## src/rtl/light_pkg.sv

```systemverilog
// Shared constants and helpers for the light-pong display path.
// Segment patterns are active-low, a..g with a as the MSB.
package light_pkg;

    localparam logic [6:0] SEG_BLANK   = 7'b1111111;
    localparam int         NUM_DIGITS  = 8;
    localparam int         POS_S1_ONES = 0;
    localparam int         POS_S1_TENS = 1;
    localparam int         POS_S2_ONES = 4;
    localparam int         POS_S2_TENS = 5;

    typedef struct packed {
        logic       tens;
        logic [3:0] ones;
    } dec_t;

    // Scores never exceed 15, so a single compare-and-subtract is enough.
    function automatic dec_t split_score(input logic [3:0] v);
        dec_t d;
        d.tens = (v >= 4'd10);
        d.ones = d.tens ? (v - 4'd10) : v;
        return d;
    endfunction

endpackage

```

## src/rtl/seg7_decode.sv

```systemverilog
// Combinational 4-bit digit to active-low a..g segment decoder.
// Codes 10..15 decode to blank.
module seg7_decode
    import light_pkg::*;
(
    input  logic [3:0] digit,
    output logic [6:0] seg
);

    always_comb begin
        seg = SEG_BLANK;
        case (digit)
            4'd0: seg = 7'b0000001;
            4'd1: seg = 7'b1001111;
            4'd2: seg = 7'b0010010;
            4'd3: seg = 7'b0000110;
            4'd4: seg = 7'b1001100;
            4'd5: seg = 7'b0100100;
            4'd6: seg = 7'b0100000;
            4'd7: seg = 7'b0001111;
            4'd8: seg = 7'b0000000;
            4'd9: seg = 7'b0000100;
            default: seg = SEG_BLANK;
        endcase
    end

endmodule

```

## src/rtl/score_scan.sv

```systemverilog
// Latches two scores and scans them across eight 7-segment digits.
// Outputs are registered one cycle behind the scan index; flash blanks whole frames.
module score_scan
    import light_pkg::*;
#(
    parameter int REFRESH_DIV  = 100000,
    parameter int FLASH_FRAMES = 32
) (
    input  logic       clk,
    input  logic       reset,
    input  logic [3:0] score1,
    input  logic [3:0] score2,
    input  logic       load,
    input  logic       flash,
    output logic [7:0] an,
    output logic [6:0] a_g,
    output logic       dp
);

    localparam int CW = (REFRESH_DIV > 1) ? $clog2(REFRESH_DIV) : 1;
    localparam int FW = $clog2(FLASH_FRAMES + 1);
    localparam int IW = $clog2(NUM_DIGITS);

    logic [CW-1:0] cnt;
    logic [IW-1:0] idx;
    logic [3:0]    s1_q;
    logic [3:0]    s2_q;
    logic [FW-1:0] fl_cnt;

    logic          wrap;
    logic          frame_end;
    logic          blank_fl;
    logic          lit;
    logic [3:0]    digit;
    logic [6:0]    seg;
    logic [7:0]    an_nxt;
    logic [6:0]    a_g_nxt;
    dec_t          d1;
    dec_t          d2;

    assign wrap      = (cnt == CW'(REFRESH_DIV - 1));
    assign frame_end = wrap && (idx == IW'(NUM_DIGITS - 1));
    assign blank_fl  = (fl_cnt != '0) && fl_cnt[0];
    assign d1        = split_score(s1_q);
    assign d2        = split_score(s2_q);
    assign dp        = 1'b1;

    // Blank positions feed an out-of-range code so the decoder blanks them.
    always_comb begin
        lit   = 1'b0;
        digit = 4'hF;
        case (idx)
            IW'(POS_S1_ONES): begin lit = 1'b1;    digit = d1.ones;         end
            IW'(POS_S1_TENS): begin lit = d1.tens; digit = {3'b000, d1.tens}; end
            IW'(POS_S2_ONES): begin lit = 1'b1;    digit = d2.ones;         end
            IW'(POS_S2_TENS): begin lit = d2.tens; digit = {3'b000, d2.tens}; end
            default:          begin lit = 1'b0;    digit = 4'hF;            end
        endcase
    end

    seg7_decode u_dec (
        .digit (digit),
        .seg   (seg)
    );

    always_comb begin
        an_nxt  = 8'hFF;
        a_g_nxt = SEG_BLANK;
        if (lit && !blank_fl) begin
            an_nxt  = ~(8'b1 << idx);
            a_g_nxt = seg;
        end
    end

    always_ff @(posedge clk) begin
        if (reset) begin
            cnt    <= '0;
            idx    <= '0;
            s1_q   <= '0;
            s2_q   <= '0;
            fl_cnt <= '0;
            an     <= 8'hFF;
            a_g    <= SEG_BLANK;
        end else begin
            cnt <= wrap ? '0 : cnt + 1'b1;
            if (wrap)
                idx <= idx + 1'b1;
            if (load) begin
                s1_q <= score1;
                s2_q <= score2;
            end
            // A new strobe reloads even on a frame-end cycle.
            if (flash)
                fl_cnt <= FW'(FLASH_FRAMES);
            else if (frame_end && fl_cnt != '0)
                fl_cnt <= fl_cnt - 1'b1;
            an  <= an_nxt;
            a_g <= a_g_nxt;
        end
    end

endmodule
```

## config.mk

```make
export PLATFORM = sky130hd
export DESIGN_NAME = score_scan
export DESIGN_NICKNAME = d
export VERILOG_FILES = /design/src/rtl/light_pkg.sv /design/src/rtl/seg7_decode.sv /design/src/rtl/score_scan.sv
export SDC_FILE = /design/constraint.sdc
export NUM_CORES = 1
export LEC_CHECK = 0
export CAP_MARGIN = 0
export CORE_ASPECT_RATIO = 1.2
export CORE_MARGIN = 3
export CORE_UTILIZATION = 55
export CTS_CLUSTER_SIZE = 25
export DETAILED_ROUTE_END_ITERATION = 16
export GPL_TIMING_DRIVEN = 0
export HOLD_SLACK_MARGIN = 0.1
export PLACE_DENSITY = 0.9
export SYNTH_ARGS = -nofsm -noshare
export SYNTH_HDL_FRONTEND = slang
export SYNTH_SLANG_ARGS = --single-unit
export TNS_END_PERCENT = 5
```

## constraint.sdc

```tcl
create_clock -name clk -period 2.6 [get_ports clk]
set_input_delay 0.52 -clock clk [delete_from_list [all_inputs] [get_ports clk]]
set_output_delay 0.52 -clock clk [all_outputs]
set_load 0.01 [all_outputs]
```

==> out/qor.yml <==
status: "complete, no violations"
ys_seq_area_share_pct: 40.4
synth.avg_cell_area_um2: 9.02
dp_hpwl_um: 3370
crit_path_end_kind: "flop"
grt_pass1_wl_um: 7830
synth_compound_area_share_pct: 9.39
cts_tree: "done"
clockBufferDepth: 2
final_util_pct: 70.1
skew_ns: 0.00572
peakVddDrop_uv: 320
rsz0062_at_grt: "no"
clock-sinks: 49
drc: 0
fp.coreArea_um2: 4100
synth_top_cell_by_area: "dfxtp_1"
fin_setup_tns_ns: 0
ant_nets: 0
period_share_pct: 94.3
dr.first_iter.drc_count: 121
initial_utilization_pct: 59.2
cp_max_fo: 9
layout-drive-gt1-share_pct: 9.63
hold_viol: 0
yosysTopAreaCellShare_pct: 40.4
synth_top_family_by_area: "simple AND/OR/NAND/NOR gates"
h-tree-depth: 2
ios: 28
antennaDiodeCount: 0
dieHeight_um: 78.8
synth_area_leaders: "dfxtp_1 (40%), ha_1 (8.8%), nor2_1 (6.5%)"
grt_usage_pct: 19.1
fmax_ghz: 0.408
worstSetupStartpointType: "flop"
holdBufCountCts: 0
worstPathArrival_ns: 2.63
syn_area_um2: 2430
clk_latency_ns: 0.30
finalSetupViolCount: 0
antenna_found_initial: 0
synth_ff_type: "dfxtp_1"
slew_headroom_pct: 63.2
final_nets: 329
synth_seq_cells: 49
muxShareOfSynthArea_pct: 4.59
synthArstFlopShare_pct: 0
synth_edf_count: 0
p_leak_nw: 1.18
wl_per_cell_um: 12.7
grt_pass1_vias: 1841
cts.repair.resized: 0
cts_buffers: 5
gp_congestion: 0.861
placement.io_buffers: 24
dieWidth_um: 66.6
synth-simple-area-share_pct: 24.7
yosys_warnings: 0
yosys.cell_types.count: 50
num_vias: 1918
grt_max_degree: 16
grt_overflow: 0
synthToLayoutAreaGrowth_pct: 18.5
cts-root-buf: "clkbuf_8"
drt-total-wl_um: 4500
synth_xor_area_share_pct: 7.22
hold_path.class: "flop to flop"
drv_cap: 0
worstPathRequired_ns: 2.78
drt-vias-per-instance: 5.40
syn_nets: 298
critical_path_class: "flop to flop"
cts_setup_buffers: 0
layout_min_cycle_time_ns: 2.45
tightest_slew_ns: 0.547
clk_pin_slew_ns: 0.09
die_area_um2: 5250
rows: 25
syn_inst: 269
synthAdderAreaFrac_pct: 8.77
power_density_nw_per_um2: 548
firstDrtPassIters: 4
drv_slew: 0
p_total_mw: 1.58
-- registers in the layout, summed over array words and instances (netlist names) --
register / flops
s1_q: 4
fl_cnt: 6
cnt: 17
idx: 3
s2_q: 4
a_g: 7
an: 8
-- where the power goes --
| part | internal, mW | leakage (nW) | switching, mW | total, mW |
|---|---|---|---|---|
| logic | 0.0814 | 0.713 | 0.0790 | 0.160 |
| registers | 0.775 | 0.400 | 0.0158 | 0.791 |
| clock network | 0.382 | 0.0681 | 0.243 | 0.625 |
| total | 1.24 | 1.18 | 0.338 | 1.58 |
-- cell usage in the layout, fill, tap and decap left out, types with 2 or more instances in the layout --
cell / Yosys / final
buf_4: 2 / 2
nor3_1: 3 / 3
nand2b_1: 4 / 4
a211o_1: 2 / 2
ha_1: 17 / 17
or2_2: 2 / 2
a21boi_0: 2 / 2
mux2i_1: 10 / 10
xnor2_1: 11 / 11
or2_1: 2 / 2
o21bai_1: 2 / 2
nand4_1: 3 / 3
and3_1: 5 / 5
and4bb_2: 2 / 2
o21ai_1: 3 / 3
buf_2: 2 / 2
inv_1: 17 / 17
dfxtp_1: 49 / 49
clkbuf_8: 0 / 5
and4_1: 2 / 2
a21oi_1: 11 / 10
nor4b_2: 3 / 3
nand2_1: 14 / 14
xor2_1: 9 / 9
bufinv_16: 0 / 2
clkdlybuf4s50_1: 0 / 24
clkbuf_1: 3 / 3
nand3b_1: 2 / 2
nor4_1: 2 / 2
o21ai_0: 6 / 6
nand3_1: 14 / 14
or3_1: 2 / 2
a21o_1: 2 / 2
nor2_1: 42 / 42
-- per-stage QoR --
step	cell area, um^2	hold WS (ns)	worst slack [ns]	instances
finish	2870	0.451	0.148	355
global placement	2730	0.427	0.379	347
CTS	2870	0.452	0.142	355
global route	2870	0.469	0.0409	355
floorplan	2430	0.418	0.641	269
detailed placement	2730	0.434	0.246	347
-- critical path: stages (launching register included) --
cell and delay (ns):
dfxtp_1 0.34, inv_1 0.15, ha_1 0.16, buf_2 0.17
nor2b_2 0.22, a21oi_1 0.17, nand2_1 0.20, inv_1 0.11
ha_1 0.21, a31oi_1 0.18, a21boi_0 0.29, o21ai_0 0.12
-- metal layers --
layer	part of all wire [%]	vias to the layer above	routed length [um]	global-route usage, %
met2	52	44	2350	34.8
met4	2.0	0	92	7.11
met3	3.7	12	166	4.53
met5	0	-	0	0
met1	42	889	1890	20.8
li1	-	973	-	-
-- logic make-up after synthesis --
kind of cell,count (synthesis)
AND/OR/NAND/NOR,109
flip-flops,49
AO/OA/AOI/OAI,36
buffers and inverters,26
XOR/XNOR,20
adder cells (fa/ha/maj),17
multiplexers,11
other,1
-- path summary, 6_finish.rpt --
path	cells after the start	slack [ns]	to	from
max	11	0.15	a_g[6]	idx[0]
min	1	0.45	cnt[0]	cnt[0]
max reg2reg	11	0.15	a_g[6]	idx[0]
min reg2reg	1	0.45	cnt[0]	cnt[0]
-- Yosys cell counts (2+ instances only) --
master	n
dfxtp_1	49
nor2_1	42
ha_1	17
inv_1	17
nand2_1	14
nand3_1	14
a21oi_1	11
xnor2_1	11
mux2i_1	10
xor2_1	9
o21ai_0	6
and3_1	5
nand2b_1	4
clkbuf_1	3
nand4_1	3
nor3_1	3
nor4b_2	3
o21ai_1	3
a211o_1	2
a21boi_0	2
a21o_1	2
and4_1	2
and4bb_2	2
buf_2	2
buf_4	2
nand3b_1	2
nor4_1	2
o21bai_1	2
or2_1	2
or2_2	2
or3_1	2
-- final cells by class --
cell class / instances / area [um^2]
plain buffers: 9 / 52.6
flip-flops and latches: 49 / 981
clock inverters: 3 / 65.1
multi-input cells: 194 / 1340
repair buffers: 24 / 240
well taps: 54 / 67.6
inverters: 17 / 63.8
clock buffers: 5 / 68.8
fillers: 308 / 1220
Power figures use the tool's default switching activity.
